[src/rtl/imm_decode_pipe.sv]
// imm_decode_pipe: multi-lane RV32I immediate decoder with a 2-entry output FIFO.
//   Each lane classifies its instruction format (R/I/S/B/U/J/illegal) and builds the
//   sign-extended XLEN immediate. The decoded bundle is written into a 2-entry FIFO
//   that feeds rename.
// Ports:
//   clk, reset_n            clock, async active-low reset
//   flush                   synchronous drop of buffered bundles and the input bundle
//   in_valid/in_ready       input bundle handshake (in_ready is registered-state only)
//   in_instr, in_lane_vld   lane i instruction at [32*i +: 32], per-lane valid mask
//   out_valid/out_ready     head bundle handshake
//   out_imm, out_type       lane i at [XLEN*i +: XLEN] / [3*i +: 3]
//   out_lane_vld            lane mask carried with the bundle
//   out_illegal             lane valid and opcode unrecognised

// Per-lane decoder: purely combinational.
module imm_lane #(
  parameter int XLEN = 32
) (
  input  logic [31:0]     instr,
  input  logic            vld,
  output logic [XLEN-1:0] imm,
  output logic [2:0]      typ,
  output logic            illegal
);
  typedef enum logic [2:0] {
    T_R = 3'd0, T_I = 3'd1, T_S = 3'd2, T_B = 3'd3,
    T_U = 3'd4, T_J = 3'd5, T_ILL = 3'd7
  } fmt_e;

  logic signed [31:0] imm32;

  always_comb begin
    imm32   = '0;
    typ     = T_R;
    illegal = 1'b0;
    // Invalid lanes decode to all-zero regardless of the instruction bits.
    if (vld) begin
      case (instr[6:0])
        7'b0010011, 7'b0000011, 7'b1100111, 7'b1110011, 7'b0001111: begin
          imm32 = {{20{instr[31]}}, instr[31:20]};
          typ   = T_I;
        end
        7'b0100011: begin
          imm32 = {{20{instr[31]}}, instr[31:25], instr[11:7]};
          typ   = T_S;
        end
        7'b1100011: begin
          imm32 = {{19{instr[31]}}, instr[31], instr[7], instr[30:25], instr[11:8], 1'b0};
          typ   = T_B;
        end
        7'b0110111, 7'b0010111: begin
          imm32 = {instr[31:12], 12'b0};
          typ   = T_U;
        end
        7'b1101111: begin
          imm32 = {{11{instr[31]}}, instr[31], instr[19:12], instr[20], instr[30:21], 1'b0};
          typ   = T_J;
        end
        7'b0110011: typ = T_R;
        default: begin
          typ     = T_ILL;
          illegal = 1'b1;
        end
      endcase
    end
  end

  // Signed cast fills bits XLEN-1..32 with the sign when XLEN=64.
  assign imm = XLEN'(imm32);
endmodule

module imm_decode_pipe #(
  parameter int LANES = 2,
  parameter int XLEN  = 32
) (
  input  logic                  clk,
  input  logic                  reset_n,
  input  logic                  flush,
  input  logic                  in_valid,
  output logic                  in_ready,
  input  logic [32*LANES-1:0]   in_instr,
  input  logic [LANES-1:0]      in_lane_vld,
  output logic                  out_valid,
  input  logic                  out_ready,
  output logic [XLEN*LANES-1:0] out_imm,
  output logic [3*LANES-1:0]    out_type,
  output logic [LANES-1:0]      out_lane_vld,
  output logic [LANES-1:0]      out_illegal
);
  typedef struct packed {
    logic [LANES-1:0][XLEN-1:0] imm;
    logic [LANES-1:0][2:0]      typ;
    logic [LANES-1:0]           lv;
    logic [LANES-1:0]           ill;
  } bundle_t;

  logic [LANES-1:0][XLEN-1:0] dec_imm;
  logic [LANES-1:0][2:0]      dec_typ;
  logic [LANES-1:0]           dec_ill;
  bundle_t                    din;
  bundle_t [1:0]              mem;
  logic                       wptr, rptr;
  logic [1:0]                 count;
  logic                       push, pop;

  for (genvar i = 0; i < LANES; i++) begin : g_lane
    imm_lane #(.XLEN(XLEN)) u_lane (
      .instr   (in_instr[32*i +: 32]),
      .vld     (in_lane_vld[i]),
      .imm     (dec_imm[i]),
      .typ     (dec_typ[i]),
      .illegal (dec_ill[i])
    );
  end

  assign din = '{imm: dec_imm, typ: dec_typ, lv: in_lane_vld, ill: dec_ill};

  assign in_ready  = (count != 2'd2);
  assign out_valid = (count != 2'd0);
  assign push      = in_valid & in_ready & ~flush;
  assign pop       = out_valid & out_ready & ~flush;

  always_ff @(posedge clk or negedge reset_n) begin
    if (!reset_n) begin
      mem   <= '0;
      wptr  <= 1'b0;
      rptr  <= 1'b0;
      count <= 2'd0;
    end else if (flush) begin
      // Entries are left as-is; only the occupancy state is cleared.
      wptr  <= 1'b0;
      rptr  <= 1'b0;
      count <= 2'd0;
    end else begin
      if (push) begin
        mem[wptr] <= din;
        wptr      <= ~wptr;
      end
      if (pop) rptr <= ~rptr;
      count <= count + {1'b0, push} - {1'b0, pop};
    end
  end

  assign out_imm      = mem[rptr].imm;
  assign out_type     = mem[rptr].typ;
  assign out_lane_vld = mem[rptr].lv;
  assign out_illegal  = mem[rptr].ill;
endmodule

[config.mk]
export PLATFORM = sky130hd
export DESIGN_NAME = imm_decode_pipe
export DESIGN_NICKNAME = d
export VERILOG_FILES = /design/src/rtl/imm_decode_pipe.sv
export SDC_FILE = /design/constraint.sdc
export NUM_CORES = 1
export LEC_CHECK = 0
export CAP_MARGIN = 20
export CORE_AREA = 2 2 151 153
export DETAILED_ROUTE_END_ITERATION = 7
export DIE_AREA = 0 0 153 155
export SLEW_MARGIN = 20
export SYNTH_ARGS = -nofsm -noshare
export SYNTH_HDL_FRONTEND = slang
export SYNTH_HIERARCHICAL = 1
export SYNTH_SLANG_ARGS = --single-unit
[constraint.sdc]
create_clock -name clk -period 4.4 [get_ports clk]
set_input_delay 1.1 -clock clk [delete_from_list [all_inputs] [get_ports clk]]
set_output_delay 1.1 -clock clk [all_outputs]
set_load 0.1 [all_outputs]
* Word-level counts from Yosys, hierarchy flattened
Cells that the tools add are included.
Operators by class: order comparisons 3, reductions and logical operators 11, eq/ne operators 23, $add $sub $neg 2, mux-type cells 22, bitwise logic cells 7
Operators with widths (count):
- $pmux 32 s5 | 2
- $mux 74 | 3
- $bwmux 148 | 1
- $demux 74 s1 | 1
- $mux 32 | 2
- $eq 7x7->1 const B | 8
- $eq 7x6->1 const B | 6
- $pmux 3 s6 | 2
- $eq 7x5->1 const B | 4
- $reduce_or 11->1 | 2
- $eq 7x2->1 const B | 2
- $eq 7x4->1 const B | 2
- $reduce_or 5->1 | 2
- $mux 1 | 8
- $mux 3 | 2
- $reduce_bool 2->1 | 3
- $and 1x1->1 | 4
- $lt 1x2->1 const B | 2
- $reduce_or 2->1 | 2
- $not 1->1 | 3
- $add 2x1->2 | 1
- $mux 2 | 1
- $ne 2x2->1 const B | 1
- $reduce_and 2->1 | 1
- other kinds (3) | 3
Word-level totals: input bits 71, word-level logic and storage cells 83, register bits 152, output and inout port bits 76

* Longest topological paths before layout
word-level depth 6, depth in mapped cells 8, gate-level depth less buffers 8

* By module
The synthesis kept the hierarchy.
By module, submodules not included:
- imm_decode_pipe | sequential area each 3803.6 um2, area an instance 6974.2 um2, times used 1, cells an instance 420
- imm_lane | sequential area each 0.0 um2, area an instance 858.3 um2, times used 2, cells an instance 121

* Worst setup path before layout
No wires, ideal clock.
path type register to output, from reg rptr, to out out_imm[0], slack 1.853 ns, path buffers 2, arrival 1.447 ns, required time 3.300 ns, cell stages (with the launch flop) 4, cell sequence dfrtp_1 > clkbuf_1 > buf_2 > mux2_2
On the way: longest elaborated chain between the ends 2
RTL lines:
- start, declared | line 102 | logic wptr, rptr;
- start signal, assigned | line 139 | if (pop) rptr <= ~rptr;
- $mux 74 (2 in series)
- end, declared | line 85 | output logic [XLEN*LANES-1:0] out_imm,
Every way passes these cells. The select of a mux whose other input is x is not followed.

==> summary.txt <==
STA
  – Post-Route Skew: approximately 0.0065 ns
  – Tmin final: approximately 3.3 ns
  – RSZ-0062 raised after global routing: no
  – Count of final hold-check violations: 0
  – Slew margin rel.: 0.352
  – Tightest Pin Transition: between 0.9 and 1 ns
  – TNS Setup: 0 ns
  – Slew Limit Fails: 0
  – Tcrit/Tclk final: 0.761
  – # setup viols final: 0
  – Fmax: roughly 300 MHz

CTS
  – Clock sinks: between 150 and 200
  – TritonCTS clock tree: built
  – CTS Buf Count: 17
  – Clock Pin Slew Worst Setup and Hold Paths: approximately 0.07 ns
  – Worst skew pair latency: ~0.42 ns
  – Root Driver: clkbuf_16
  – Setup Buffers After CTS: 0
  – Clock Tree Buf Depth: 2
  – Post-cts hold buffer count: 0
  – Post_cts resized: 0
  – H-tree lvl count: 4

Global route
  – Initial antenna violation count: 0
  – Total GRT Usage: 0.183
  – GRT overflow: 0
  – Largest net degree at the start of global routing: 90
  – Vias in the first global route: roughly 6300
  – Global-route wire length before repair: ~35 mm

Worst setup path
  – WP depth: 6
  – CP startpoint kind: primary input
  – CP max stage delay: ~0.7 ns
  – Nature of the critical path endpoint: flip-flop
  – Critical-path cell list: clkdlybuf4s50_1, and3b_1, a221oi_1, o211a_1, nor3b_1, mux2_1
  – Cell depth of the worst flop-to-flop path: 5
  – CP max-delay cell: clkdlybuf4s50_1
  – Critical path arrival: between 3 and 4 ns
  – CP max FO: 16
  – Cell family with most CP delay: compound AO/OA/AOI/OAI gates
  – Critical Path RT: approximately 4.7 ns
  – Setup CP Type: primary input to flip-flop
  – Worst path bufs/invs: 1

Hold path
  – Worst min path class: flip-flop to flip-flop
  – Hold Path Cell Cnt: 1

Drt
  – Pre-antenna DRT Iters: 5
  – Drt initial violations: 288
  – Routed len/inst: about 20 um
  – Total wire length: roughly 21 mm
  – DRC violations left: 0
  – Via count: approximately 6000
  – Avg Vias per Cell: 5.40
  – Routed Antenna Nets: 0

Flow run
  – Max-Cap Viols: 0

Power
  – PD cells: between 300 and 400 mW/mm^2
  – Leakage power: 5.29 nW
  – Worst vdd ir: roughly 0.43 mV
  – Design Power: a little over 4 mW

Synthesis
  – Sequential share of the synthesized area: 0.438
  – Avg Cell Area, Syn: between 10 and 15 um^2
  – Main flop type after synthesis: dfrtp_1
  – Cell area after synthesis: slightly below 0.009 mm^2
  – Post-synth EDFFs: 0
  – Gate Count Post-Synth: 662
  – Ys async rst share: 1.00
  – Synth Register Bits: approximately 150
  – Post-synth net total: between 700 and 800
  – Yosys cell types: 59
  – YS warnings: 6

Final layout
  – Layout cells sized above 1: 0.394
  – Filler cells: slightly below 2000
  – Nets@finish: approximately 870
  – Layout overhead on the synthesized area: 23.0%
  – Diode count: 0

Place
  – HPWL Detailed: around 15 mm
  – Gpl congestion: between 0.8 and 0.9
  – # port buffers: approximately 150

Floorplanning
  – Total die area: between 0.02 and 0.025 mm^2
  – Initial core utilization: 0.391
  – I/O pins: about 150
  – Die Y: about 160 um
  – Die W: between 150 and 200 um
  – # rows: 55
  – Core Area: ~0.022 mm^2

Outcome
  – Run status: complete, no violations
[routing by layer]
layer / wire length [um] / up-vias / track usage
met5: 0 / - / 0
met4: 224 / 0 / 0.0485
met3: 940 / 19 / 0.0348
met2: 10500 / 160 / 0.307
met1: 9700 / 3005 / 0.244
li1: - / 2709 / -
[power by group]
part | leakage, nW | switching (mW) | total [mW] | internal (mW)
logic | 2.93 | 0.675 | 1.02 | 0.345
clock network | 0.280 | 0.607 | 1.47 | 0.861
registers | 2.07 | 0.0642 | 1.56 | 1.49
total | 5.29 | 1.35 | 4.05 | 2.70
[final cells by class]
type,instances,area [um^2],share of cell area
multi-input cells,455,4460,0.417
flip-flops and latches,152,3810,0.356
repair buffers,159,1450,0.135
clock buffers,20,447,0.0418
well taps,285,357,0.0334
clock inverters,12,143,0.0133
inverters,9,33.8,0.00316
[registers in the layout, summed over array words and instances, names as in the netlist]
signal and cells:
count 2, mem 148, rptr 1, wptr 1
[synthesized netlist by cell type (all sizes together) (2+ instances only)]
cell type / number / area (um^2)
and3b: 2 / 17.5
nand2b: 4 / 25.0
clkbuf: 5 / 18.8
and2b: 4 / 30.0
nor4: 3 / 33.8
or3b: 2 / 17.5
o2bb2ai: 2 / 17.5
o311ai: 2 / 17.5
inv: 9 / 33.8
o41a: 4 / 65.1
a2111oi: 2 / 17.5
mux2: 222 / 2730
xnor2: 2 / 17.5
a21o: 24 / 180
a211oi: 20 / 250
and3: 4 / 25.0
a22oi: 4 / 30.0
dfrtp: 152 / 3800
nor2b: 4 / 32.5
buf: 41 / 393
o211a: 6 / 60.1
nor3b: 2 / 15.0
a221oi: 2 / 17.5
nand2: 28 / 105
nand4: 2 / 12.5
o21ai: 10 / 50.1
nand3: 14 / 70.1
o21a: 6 / 45.0
a21boi: 10 / 82.6
a32oi: 8 / 70.1
and2: 19 / 119
a31oi: 4 / 25.0
a21oi: 5 / 25.0
mux2i: 2 / 20.0
ha: 2 / 25.0
maj3: 2 / 22.5
nor3: 7 / 35.0
nor2: 9 / 38.8
or3: 2 / 12.5
o2111ai: 2 / 17.5
nand3b: 2 / 15.0
nand4b: 3 / 32.5
xor2: 2 / 17.5
[worst reg2reg max path, delay by kind of cell (launching register included)]
kind                   cells  cell delay (ns)
flip-flops                 1             0.41
AND/OR/NAND/NOR            2             0.83
buffers and inverters      2             0.58
multiplexers               1             0.32
[cell families (layout without fill, tap and decap cells)]
group	count (synthesis)	count (layout)	share of synthesized area
compound gates	111	111	0.112
xor+xnor	4	4	0.00403
fa+ha+maj	4	4	0.00547
buf+inv	55	200	0.0513
flops	152	152	0.438
mux	224	224	0.316
simple gates	112	112	0.0740
[stage by stage]
step	utilization	std cells	setup WS, ns	area (um^2)	hold WS (ns)
final	0.481	1092	1.05	10700	0.485
after global routing	0.481	1092	0.980	10700	0.489
after CTS	0.480	1091	0.910	10700	0.487
after detailed placement	0.453	1059	0.695	10100	0.471
after global placement	0.453	1059	0.846	10100	0.462
after floorplan	-	662	1.85	8690	0.454
[layout by cell type (no fill, tap or decap), types with 6 or more instances in the layout]
cell type | netlist | layout
mux2_1 | 60 | 60
buf_4 | 6 | 82
mux2_2 | 102 | 102
nor2_1 | 7 | 7
clkdlybuf4s50_1 | 0 | 71
nor3_1 | 7 | 7
dfrtp_1 | 152 | 151
o211a_1 | 6 | 6
o21a_1 | 6 | 6
nand3_1 | 14 | 14
a21o_1 | 24 | 24
mux2_4 | 60 | 60
and2_1 | 19 | 19
a211oi_2 | 20 | 20
o21ai_0 | 6 | 6
a21boi_0 | 8 | 8
a32oi_1 | 8 | 8
nand2_1 | 28 | 28
clkbuf_16 | 0 | 17
[final timing paths]
kind / slack, ns / from / endpoint
max: 1.05 / in_instr[2] / mem[41]
min: 0.48 / mem[60] / mem[60]
max reg2reg: 2.13 / count[1] / mem[118]
min reg2reg: 0.48 / mem[60] / mem[60]
max in group asynchronous: 2.83 / reset_n / mem[120]
min in group asynchronous: 0.74 / reset_n / mem[94]
No activity file was read; power rests on OpenSTA's default activity.
